$ cat src/rtl/mem_access_unit_if.sv
// Data-memory request/acknowledge bus between the MEM stage and data memory.
// Latency: wires only; the master holds a request until the slave acknowledges it.
// Backpressure: the slave stretches an access by delaying dmem_ack, and the master waits.
// Ports (master view): dmem_req/dmem_we/dmem_addr/dmem_wdata out, dmem_ack/dmem_rdata in.
interface mem_access_unit_if #(
    parameter int ADDR_W = 8,
    parameter int DATA_W = 8
);
    logic              dmem_req;
    logic              dmem_we;
    logic [ADDR_W-1:0] dmem_addr;
    logic [DATA_W-1:0] dmem_wdata;
    logic              dmem_ack;
    logic [DATA_W-1:0] dmem_rdata;

    modport master (
        output dmem_req, dmem_we, dmem_addr, dmem_wdata,
        input  dmem_ack, dmem_rdata
    );

    modport slave (
        input  dmem_req, dmem_we, dmem_addr, dmem_wdata,
        output dmem_ack, dmem_rdata
    );
endinterface

$ cat src/rtl/mem_access_unit.sv
// MEM stage of the TISC core: executes loads/stores from EX/MEM and registers MEM/WB results.
// Latency: 1 cycle for ALU pass-through; memory ops take launch + ack cycles (2 minimum).
// Backpressure: stall holds EX/MEM during launch and while waiting for ack; a timeout aborts.
// Ports: clk/rst_n; EX/MEM fields in; dmem bus (master modport); stall, wb_* writeback, sticky err.
module mem_access_unit #(
    parameter int DATA_W  = 8,
    parameter int ADDR_W  = 8,
    parameter int REG_AW  = 4,
    parameter int TIMEOUT = 15
) (
    input  logic              clk,
    input  logic              rst_n,
    input  logic              in_valid,
    input  logic [REG_AW-1:0] reg_write_addr,
    input  logic              reg_write_en,
    input  logic              mem_to_reg,
    input  logic [DATA_W-1:0] alu_out,
    input  logic              mem_write_en,
    input  logic [ADDR_W-1:0] data_write_addr,
    input  logic [DATA_W-1:0] data_write_data,
    input  logic [ADDR_W-1:0] data_read_addr,
    mem_access_unit_if.master dmem,
    output logic              stall,
    output logic              wb_valid,
    output logic [REG_AW-1:0] wb_reg_addr,
    output logic              wb_reg_en,
    output logic [DATA_W-1:0] wb_data,
    output logic              err
);

    typedef enum logic {S_IDLE, S_WAIT} state_t;

    state_t            state_q, state_d;
    logic [7:0]        cnt_q;
    logic              req_q, we_q;
    logic [ADDR_W-1:0] addr_q;
    logic [DATA_W-1:0] wdata_q;
    logic [REG_AW-1:0] cap_addr_q;
    logic              cap_en_q, cap_m2r_q;
    logic [DATA_W-1:0] cap_alu_q;
    logic              wb_valid_q, wb_en_q, err_q;
    logic [REG_AW-1:0] wb_addr_q;
    logic [DATA_W-1:0] wb_data_q;

    logic is_mem, illegal, last_cyc;
    logic pass_fire, launch, ack_fire, tmo_fire;

    // State register
    always_ff @(posedge clk or negedge rst_n) begin
        if (!rst_n) state_q <= S_IDLE;
        else        state_q <= state_d;
    end

    // Next-state logic
    always_comb begin
        state_d = state_q;
        case (state_q)
            S_IDLE:  if (launch) state_d = S_WAIT;
            S_WAIT:  if (ack_fire || tmo_fire) state_d = S_IDLE;
            default: state_d = S_IDLE;
        endcase
    end

    // Output / event decode
    always_comb begin
        is_mem    = mem_write_en | mem_to_reg;
        illegal   = mem_write_en & mem_to_reg;
        last_cyc  = (cnt_q == 8'(TIMEOUT - 1));
        pass_fire = 1'b0;
        launch    = 1'b0;
        ack_fire  = 1'b0;
        tmo_fire  = 1'b0;
        if (state_q == S_IDLE) begin
            pass_fire = in_valid & ~is_mem;
            launch    = in_valid & is_mem;
        end else begin
            // req is always high in WAIT, so ack here is a real completion
            ack_fire  = dmem.dmem_ack;
            tmo_fire  = ~dmem.dmem_ack & last_cyc;
        end
        // The final WAIT cycle (ack or timeout) releases upstream on the same edge.
        // Gated by rst_n so a held upstream op cannot raise stall during reset.
        stall = rst_n & (launch | ((state_q == S_WAIT) & ~ack_fire & ~tmo_fire));
    end

    // Datapath: memory request, captured EX/MEM fields, MEM/WB register
    always_ff @(posedge clk or negedge rst_n) begin
        if (!rst_n) begin
            cnt_q      <= '0;
            req_q      <= 1'b0;
            we_q       <= 1'b0;
            addr_q     <= '0;
            wdata_q    <= '0;
            cap_addr_q <= '0;
            cap_en_q   <= 1'b0;
            cap_m2r_q  <= 1'b0;
            cap_alu_q  <= '0;
            wb_valid_q <= 1'b0;
            wb_addr_q  <= '0;
            wb_en_q    <= 1'b0;
            wb_data_q  <= '0;
            err_q      <= 1'b0;
        end else begin
            wb_valid_q <= 1'b0;
            if (pass_fire) begin
                wb_valid_q <= 1'b1;
                wb_addr_q  <= reg_write_addr;
                wb_en_q    <= reg_write_en;
                wb_data_q  <= alu_out;
            end
            if (launch) begin
                // Store+load together runs as a store with no register write
                cap_addr_q <= reg_write_addr;
                cap_en_q   <= reg_write_en & ~illegal;
                cap_m2r_q  <= mem_to_reg & ~mem_write_en;
                cap_alu_q  <= alu_out;
                req_q      <= 1'b1;
                we_q       <= mem_write_en;
                addr_q     <= mem_write_en ? data_write_addr : data_read_addr;
                wdata_q    <= data_write_data;
                cnt_q      <= '0;
                if (illegal) err_q <= 1'b1;
            end
            if (state_q == S_WAIT) begin
                if (ack_fire) begin
                    req_q      <= 1'b0;
                    wb_valid_q <= 1'b1;
                    wb_addr_q  <= cap_addr_q;
                    wb_en_q    <= cap_en_q;
                    wb_data_q  <= cap_m2r_q ? dmem.dmem_rdata : cap_alu_q;
                end else if (tmo_fire) begin
                    req_q      <= 1'b0;
                    err_q      <= 1'b1;
                    wb_valid_q <= 1'b1;
                    wb_addr_q  <= cap_addr_q;
                    wb_en_q    <= 1'b0;
                    wb_data_q  <= cap_alu_q;
                end else begin
                    cnt_q <= cnt_q + 8'd1;
                end
            end
        end
    end

    assign dmem.dmem_req   = req_q;
    assign dmem.dmem_we    = we_q;
    assign dmem.dmem_addr  = addr_q;
    assign dmem.dmem_wdata = wdata_q;
    assign wb_valid        = wb_valid_q;
    assign wb_reg_addr     = wb_addr_q;
    assign wb_reg_en       = wb_en_q;
    assign wb_data         = wb_data_q;
    assign err             = err_q;

endmodule
$ cat src/flat_wrapper.sv
// flat-port wrapper written by rule: the top's interface ports become plain ports
module mem_access_unit_flat 
#(
    parameter int DATA_W  = 8,
    parameter int ADDR_W  = 8,
    parameter int REG_AW  = 4,
    parameter int TIMEOUT = 15
)
  (clk, rst_n, in_valid, reg_write_addr, reg_write_en, mem_to_reg, alu_out, mem_write_en, data_write_addr, data_write_data, data_read_addr, stall, wb_valid, wb_reg_addr, wb_reg_en, wb_data, err, dmem_dmem_req, dmem_dmem_we, dmem_dmem_addr, dmem_dmem_wdata, dmem_dmem_ack, dmem_dmem_rdata);
  mem_access_unit_if #(.ADDR_W(ADDR_W), .DATA_W(DATA_W)) dmem_i ();
  input  logic clk;
  input  logic rst_n;
  input  logic in_valid;
  input  logic [REG_AW-1:0] reg_write_addr;
  input  logic reg_write_en;
  input  logic mem_to_reg;
  input  logic [DATA_W-1:0] alu_out;
  input  logic mem_write_en;
  input  logic [ADDR_W-1:0] data_write_addr;
  input  logic [DATA_W-1:0] data_write_data;
  input  logic [ADDR_W-1:0] data_read_addr;
  output logic stall;
  output logic wb_valid;
  output logic [REG_AW-1:0] wb_reg_addr;
  output logic wb_reg_en;
  output logic [DATA_W-1:0] wb_data;
  output logic err;
  output wire logic [$bits(dmem_i.dmem_req)-1:0] dmem_dmem_req;
  output wire logic [$bits(dmem_i.dmem_we)-1:0] dmem_dmem_we;
  output wire logic [$bits(dmem_i.dmem_addr)-1:0] dmem_dmem_addr;
  output wire logic [$bits(dmem_i.dmem_wdata)-1:0] dmem_dmem_wdata;
  input wire logic [$bits(dmem_i.dmem_ack)-1:0] dmem_dmem_ack;
  input wire logic [$bits(dmem_i.dmem_rdata)-1:0] dmem_dmem_rdata;
  assign dmem_dmem_req = dmem_i.dmem_req;
  assign dmem_dmem_we = dmem_i.dmem_we;
  assign dmem_dmem_addr = dmem_i.dmem_addr;
  assign dmem_dmem_wdata = dmem_i.dmem_wdata;
  assign dmem_i.dmem_ack = dmem_dmem_ack;
  assign dmem_i.dmem_rdata = dmem_dmem_rdata;
  mem_access_unit #(.DATA_W(DATA_W), .ADDR_W(ADDR_W), .REG_AW(REG_AW), .TIMEOUT(TIMEOUT)) u_core (.clk(clk), .rst_n(rst_n), .in_valid(in_valid), .reg_write_addr(reg_write_addr), .reg_write_en(reg_write_en), .mem_to_reg(mem_to_reg), .alu_out(alu_out), .mem_write_en(mem_write_en), .data_write_addr(data_write_addr), .data_write_data(data_write_data), .data_read_addr(data_read_addr), .dmem(dmem_i), .stall(stall), .wb_valid(wb_valid), .wb_reg_addr(wb_reg_addr), .wb_reg_en(wb_reg_en), .wb_data(wb_data), .err(err));
endmodule
$ cat config.mk
export PLATFORM = sky130hd
export DESIGN_NAME = mem_access_unit_flat
export DESIGN_NICKNAME = d
export VERILOG_FILES = /design/src/rtl/mem_access_unit_if.sv /design/src/rtl/mem_access_unit.sv /design/src/flat_wrapper.sv
export SDC_FILE = /design/constraint.sdc
export NUM_CORES = 1
export LEC_CHECK = 0
export CAP_MARGIN = 20
export CELL_PAD_IN_SITES_DETAIL_PLACEMENT = 1
export CELL_PAD_IN_SITES_GLOBAL_PLACEMENT = 2
export CORE_MARGIN = 4
export CORE_UTILIZATION = 27
export DETAILED_ROUTE_END_ITERATION = 12
export MAX_ROUTING_LAYER = met4
export PLACE_DENSITY_LB_ADDON = 0.2
export SYNTH_ARGS = -nofsm -noshare
export SYNTH_HDL_FRONTEND = slang
export SYNTH_SLANG_ARGS = --single-unit
export TNS_END_PERCENT = 50
$ cat constraint.sdc
create_clock -name clk -period 2.2 [get_ports clk]
set_input_delay 0.22 -clock clk [delete_from_list [all_inputs] [get_ports clk]]
set_output_delay 0.22 -clock clk [all_outputs]
set_load 0.1 [all_outputs]
==> results.sh <==
export IMPL_final_cell_mix="nand2_1, dfrtp_1, clkdlybuf4s50_1"
export IMPL_ios=85
export IMPL_cts_max_path_buffers=2
export IMPL_drive_gt1_share_pct=18.54
export IMPL_p_per_area_mw_per_mm2=1159
export IMPL_final_common_cell="nand2_1"
export IMPL_ys_ff_latch=56
export IMPL_synth_edf_count=0
export IMPL_antenna_cells=0
export IMPL_grt_pass1_wl_um=12650
export IMPL_place_hpwl_um=5369
export IMPL_synth_ff_type="dfrtp_1"
export IMPL_finalHoldViolCount=0
export IMPL_antenna_found_initial=0
export IMPL_pwr_share_comb_pct=48.9
export IMPL_async_reset_ff_share_pct=100.0
export IMPL_r2r_end="u_core.wb_data[4]"
export IMPL_gp_congestion=0.8037
export IMPL_finalSetupTns_ns=0
export IMPL_cts_sinks=56
export IMPL_start_kind="flop"
export IMPL_drcViolationCount=0
export IMPL_die_h_um=105.6
export IMPL_synthesis_area_mm2=0.002571
export IMPL_clockPowerShare_pct=17.3
export IMPL_postPlaceCellArea_mm2=0.003528
export IMPL_drt_iter0_markers=47
export IMPL_fin_crit_ns=2.103
export IMPL_drt_pass1_iterations=4
export IMPL_ant_nets=0
export IMPL_cts_clk_slew_worst_paths_ns=0.10
export IMPL_reg2reg_slack_ns=0.19
export IMPL_drv_slew=0
export IMPL_grt_ovfl_total=0
export IMPL_vdd_drop_max_v=0.0005382
export IMPL_clk_latency_ns=0.30
export IMPL_max_freq_mhz=475.5
export IMPL_critPathMaxFanout=6
export IMPL_power_internal_w=0.002175
export IMPL_syn_inst=267
export IMPL_avgSynthCellArea_um2=9.630
export IMPL_holdWs_ns=0.1450
export IMPL_worstHoldPathType="primary input to asynchronous set/reset pin"
export IMPL_rows=35
export IMPL_p_seq_share_pct=33.8
export IMPL_htreeDepth=2
export IMPL_port_buffers=84
export IMPL_avgViaCountPerCell=4.548
export IMPL_arrival_ns=1.88
export IMPL_switchingPower_w=0.002081
export IMPL_relSlewSlack_pct=51.00
export IMPL_stdcell_area_mm2=0.003672
export IMPL_outcome="finished, final reports clean"
export IMPL_totalWireLength_um=7469
export IMPL_synth_fp_nets=320
export IMPL_synth_distinct_cells=38
export IMPL_die_w_um=105.6
export IMPL_dr_total_vias=2206
export IMPL_grt_pass1_vias=2422
export IMPL_postCtsSetupRepairBufs=0
export IMPL_grt_usage_pct=14.37
export IMPL_synth_seq_area_share_pct=54.50
export IMPL_skew_ns=0.005388
export IMPL_cp_end_kind="output pin"
export IMPL_cap_violations=0
export IMPL_worst_pin_slew_ns=0.7350
export IMPL_initial_core_util_pct=27.83
export IMPL_fin_nets=408
export IMPL_clock_root_buffer="clkbuf_8"
export IMPL_cts_tree="done"
export IMPL_die_area_mm2=0.01115
export IMPL_timing_final_crit_share_pct=95.60
export IMPL_worstSetupPathType="flop to output pin"
export IMPL_cp_required_ns=1.98
export IMPL_syn_to_final_growth_pct=42.82
export IMPL_fp_coreArea_mm2=0.009240
export IMPL_cts_made_buffers=5
export IMPL_ys_warn_count=0
export IMPL_netSwitchingFraction_pct=48.90
export IMPL_r2r_cells=4
export IMPL_grt_max_degree=57
export IMPL_rsz0062_at_grt="no"
export IMPL_p_leak_nw=1.775
export IMPL_setup_violations=0
export IMPL_rr_startpoint="u_core.cnt_q[5]"
export IMPL_wl_per_cell_um=15.40
## logic make-up after synthesis
| logic type | Yosys count | share of synthesized area, % |
|---|---|---|
| adder cells (fa/ha/maj) | 2 | 0.9731 |
| AND/OR/NAND/NOR | 124 | 21.12 |
| flip-flops | 56 | 54.50 |
| XOR/XNOR | 1 | 0.3407 |
| buffers and inverters | 18 | 3.649 |
| AO/OA/AOI/OAI | 50 | 13.09 |
| multiplexers | 16 | 6.326 |
## through the flow
stage          instances  util, %  setup WS (ns)  power (W)
2_1_floorplan        267        -         0.2832   0.002986
3_3_place_gp         477    38.19         0.2298   0.003535
3_5_place_dp         477    38.19         0.1767   0.003561
4_1_cts              485    39.62        0.05102   0.004316
5_1_grt              485    39.74        0.01349   0.004475
6_report             485    39.74        0.09683   0.004256
## synthesized netlist by cell type, types with 2 or more instances
cell type	instances	area, um^2
and2_1	3	18.77
a21oi_1	13	65.06
a211o_1	2	17.52
and3_1	4	25.02
nor2_1	3	11.26
nand2_1	94	352.8
nand2b_1	2	12.51
mux2_2	2	22.52
mux2i_1	14	140.1
buf_6	3	33.78
dfrtp_1	56	1401
nand4_1	3	18.77
o21ai_1	2	10.01
nand3_1	6	30.03
buf_2	3	15.01
o21a_1	2	15.01
inv_1	3	11.26
o21ai_0	15	75.07
nor3_1	2	10.01
clkbuf_1	8	30.03
ha_1	2	25.02
nor2b_1	2	12.51
a221o_1	8	80.08
## power by group through the flow
stage / Combinational (W) / Sequential [W] / Clock [W]
floorplan: 0.000392 / 0.00259 / 0
global placement: 0.00208 / 0.00146 / 0
detailed placement: 0.00210 / 0.00146 / 0
CTS: 0.00210 / 0.00144 / 0.000772
global route: 0.00219 / 0.00148 / 0.000808
finish: 0.00208 / 0.00144 / 0.000736
## worst max path at each step
stage	start	slack (ns)	depth (start not counted)	to
after floorplan	u_core.state_q	0.28	7	stall
after global placement	mem_write_en	0.23	5	u_core.wb_data[7]
after detailed placement	mem_write_en	0.18	5	u_core.wb_data[6]
after CTS	u_core.cnt_q[5]	0.05	6	stall
after global routing	u_core.cnt_q[5]	0.01	6	stall
final	u_core.cnt_q[5]	0.1	6	stall
## final cells by class
type                            count  area (um^2)
Clock buffer                        7        96.34
Timing Repair Buffer               96        865.8
Multi-Input combinational cell    193         1104
Tap cell                          129        161.4
Fill cell                        1076         5568
Inverter                            3        11.26
Sequential cell                    56         1404
Clock inverter                      1        30.03
## critical path, stage by stage, from the launching register on
cell and delay, ns:
dfrtp_2 0.47, nor4_4 0.29, a31o_2 0.20, and2_1 0.18, inv_1 0.06, and2_2 0.21, buf_12 0.16
## state kept, by name (all words and copies together), names as in the netlist
signal and cells:
u_core.cap_addr_q 4, u_core.cap_alu_q 8, u_core.cap_en_q 1, u_core.cap_m2r_q 1, u_core.cnt_q 8, u_core.dmem.dmem_addr 8, u_core.dmem.dmem_req 1, u_core.dmem.dmem_wdata 8
u_core.dmem.dmem_we 1, u_core.err 1, u_core.state_q 1, u_core.wb_data 8, u_core.wb_reg_addr 4, u_core.wb_reg_en 1, u_core.wb_valid 1
## metal layers
layer,GRT usage [%],vias up,part of all wire (%)
met3,2.939,2,4.5
met4,2.498,0,0.46
li1,-,1085,-
met1,19.48,1066,47
met2,22.68,53,48
met5,-,-,0
## timing repair
action	CTS	global route
setup endpoints to repair	1	1
gates resized for setup	1	3
gates cloned	0	0
hold buffers	0	0
No activity file was read; power rests on OpenSTA's default activity.
==> edit (same settings) <==
Make the reset (`rst_n`) synchronous in 2 clocked blocks.
--- a/src/rtl/mem_access_unit.sv
+++ b/src/rtl/mem_access_unit.sv
@@ -46,7 +46,7 @@
     logic pass_fire, launch, ack_fire, tmo_fire;
 
     // State register
-    always_ff @(posedge clk or negedge rst_n) begin
+    always_ff @(posedge clk) begin
         if (!rst_n) state_q <= S_IDLE;
         else        state_q <= state_d;
     end
@@ -84,7 +84,7 @@
     end
 
     // Datapath: memory request, captured EX/MEM fields, MEM/WB register
-    always_ff @(posedge clk or negedge rst_n) begin
+    always_ff @(posedge clk) begin
         if (!rst_n) begin
             cnt_q      <= '0;
             req_q      <= 1'b0;
Function: differs if rst_n is asserted again (counterexample within 4 cycles, from zero or initial values and one cycle with rst_n low); with rst_n held inactive, the same outputs for 10 cycles.
==> edit against the original RTL <==
Final area is 4.7% lower. Die area is 3.3% lower. Wire length is 0.48% higher. Register-to-register slack better by 0.16 ns. Worst setup slack better by 0.079 ns. Synthesized area is 3.6% lower. Sequential cell count stayed put. First-iteration DRC count is 11% higher.
Power is not compared: it rests on default switching activity, and its combinational part moved more than twofold at a synthesized area within 25%.
==> edit: results (changes against the original RTL) <==
slew_headroom: 0.692  # +0.182
async_reset_ff_frac: 0  # -1.00
ys_seq_area_frac: 0.452  # -0.0927
route.met3.wl_um: 398  # +19%
r2r_end: "u_core.wb_reg_addr[0]"
grtUsageMet3: 0.0330  # +0.00357
met2_usage: 0.229  # +0.00210
worstHoldPathType: "input port to flop"
synthTopCellsByArea: "dfxtp_1 (45%), nand2_1 (8.8%), a21oi_1 (6.9%), mux2i_1 (4.4%), a211oi_1 (3.9%)"
finalClockSkew_ns: 0.00527  # -0.000122 ns
fin_nets: 431  # +5.6%
grt_pass1_wl_um: 12000  # -5.0%
cpPeakStageDelay_ns: 0.38  # -0.09 ns
drtIter0Drc: 52  # +11%
crit_slowest_cell: "dfxtp_2"
via_per_inst: 4.93  # +8.4%
hpwl_um: 5430  # +1.2%
grtUsageTotal: 0.139  # -0.00516
reg2reg_from: "u_core.cnt_q[0]"
gp_congestion: 0.785  # -2.4%
rrSetupSlack_ns: 0.35  # +0.16 ns
yosys-top-cells-count: "nand2_1 (58), dfxtp_1 (56), a21oi_1 (34), nor2_1 (22), clkbuf_1 (17)"
wl_met2_um: 3640  # +2.4%
status: "complete, no violations"
synth.avg_cell_area_um2: 8.49  # -12%
synth_nets: 345  # +7.8%
ys_types: 41  # +7.9%
[edit: cell types whose count changed in the layout (fill, tap and decap cells not counted), moves of 5 or more]
cell	before	now
a211oi_1	0	13
a221o_1	8	0
nand3b_1	0	7
a22oi_1	0	5
nand2_1	94	58
dfxtp_1	0	55
o21ai_0	15	3
nor2_1	3	21
dfrtp_1	54	0
a21oi_1	13	33
[edit: final cells by class]
cell class	instances	area, um^2	share of cell area
Inverter	5	18.8	0.00536
Timing Repair Buffer	100	901	0.257
Tap cell	108	135	0.0386
Multi-Input combinational cell	210	1240	0.356
Sequential cell	56	1120	0.321
Clock buffer	6	72.6	0.0207
Clock inverter	1	5.00	0.00143
[edit: per-stage QoR]
step           instance area [um^2]  setup slack (ns)  hold WS [ns]
6_report                       3500             0.175         0.448
5_1_grt                        3500            0.0425         0.451
4_1_cts                        3480            0.0209         0.441
3_5_place_dp                   3400             0.133         0.450
3_3_place_gp                   3400             0.192         0.443
2_1_floorplan                  2480            0.0359         0.356
[edit: kinds of logic (layout without fill, tap and decap cells)]
kind of cell               Yosys count  after routing  share of synthesized area
and+or+nand+nor                    116            116                      0.218
DFF                                 56             56                      0.452
AOI/OAI and AO/OA                   71             71                      0.181
muxes                               18             18                     0.0777
xor gates and xnor gates             3              3                     0.0106
buffers and inverters               26            112                     0.0505
adders and majority gates            2              2                     0.0101
[edit: where the power goes]
| group | leakage (nW) | switching (mW) | total (mW) | internal (mW) |
|---|---|---|---|---|
| registers | 0.459 | 0.0357 | 1.11 | 1.07 |
| logic | 0.876 | 0.463 | 0.686 | 0.223 |
| clock network | 0.0410 | 0.330 | 0.548 | 0.218 |
| total | 1.38 | 0.828 | 2.34 | 1.51 |
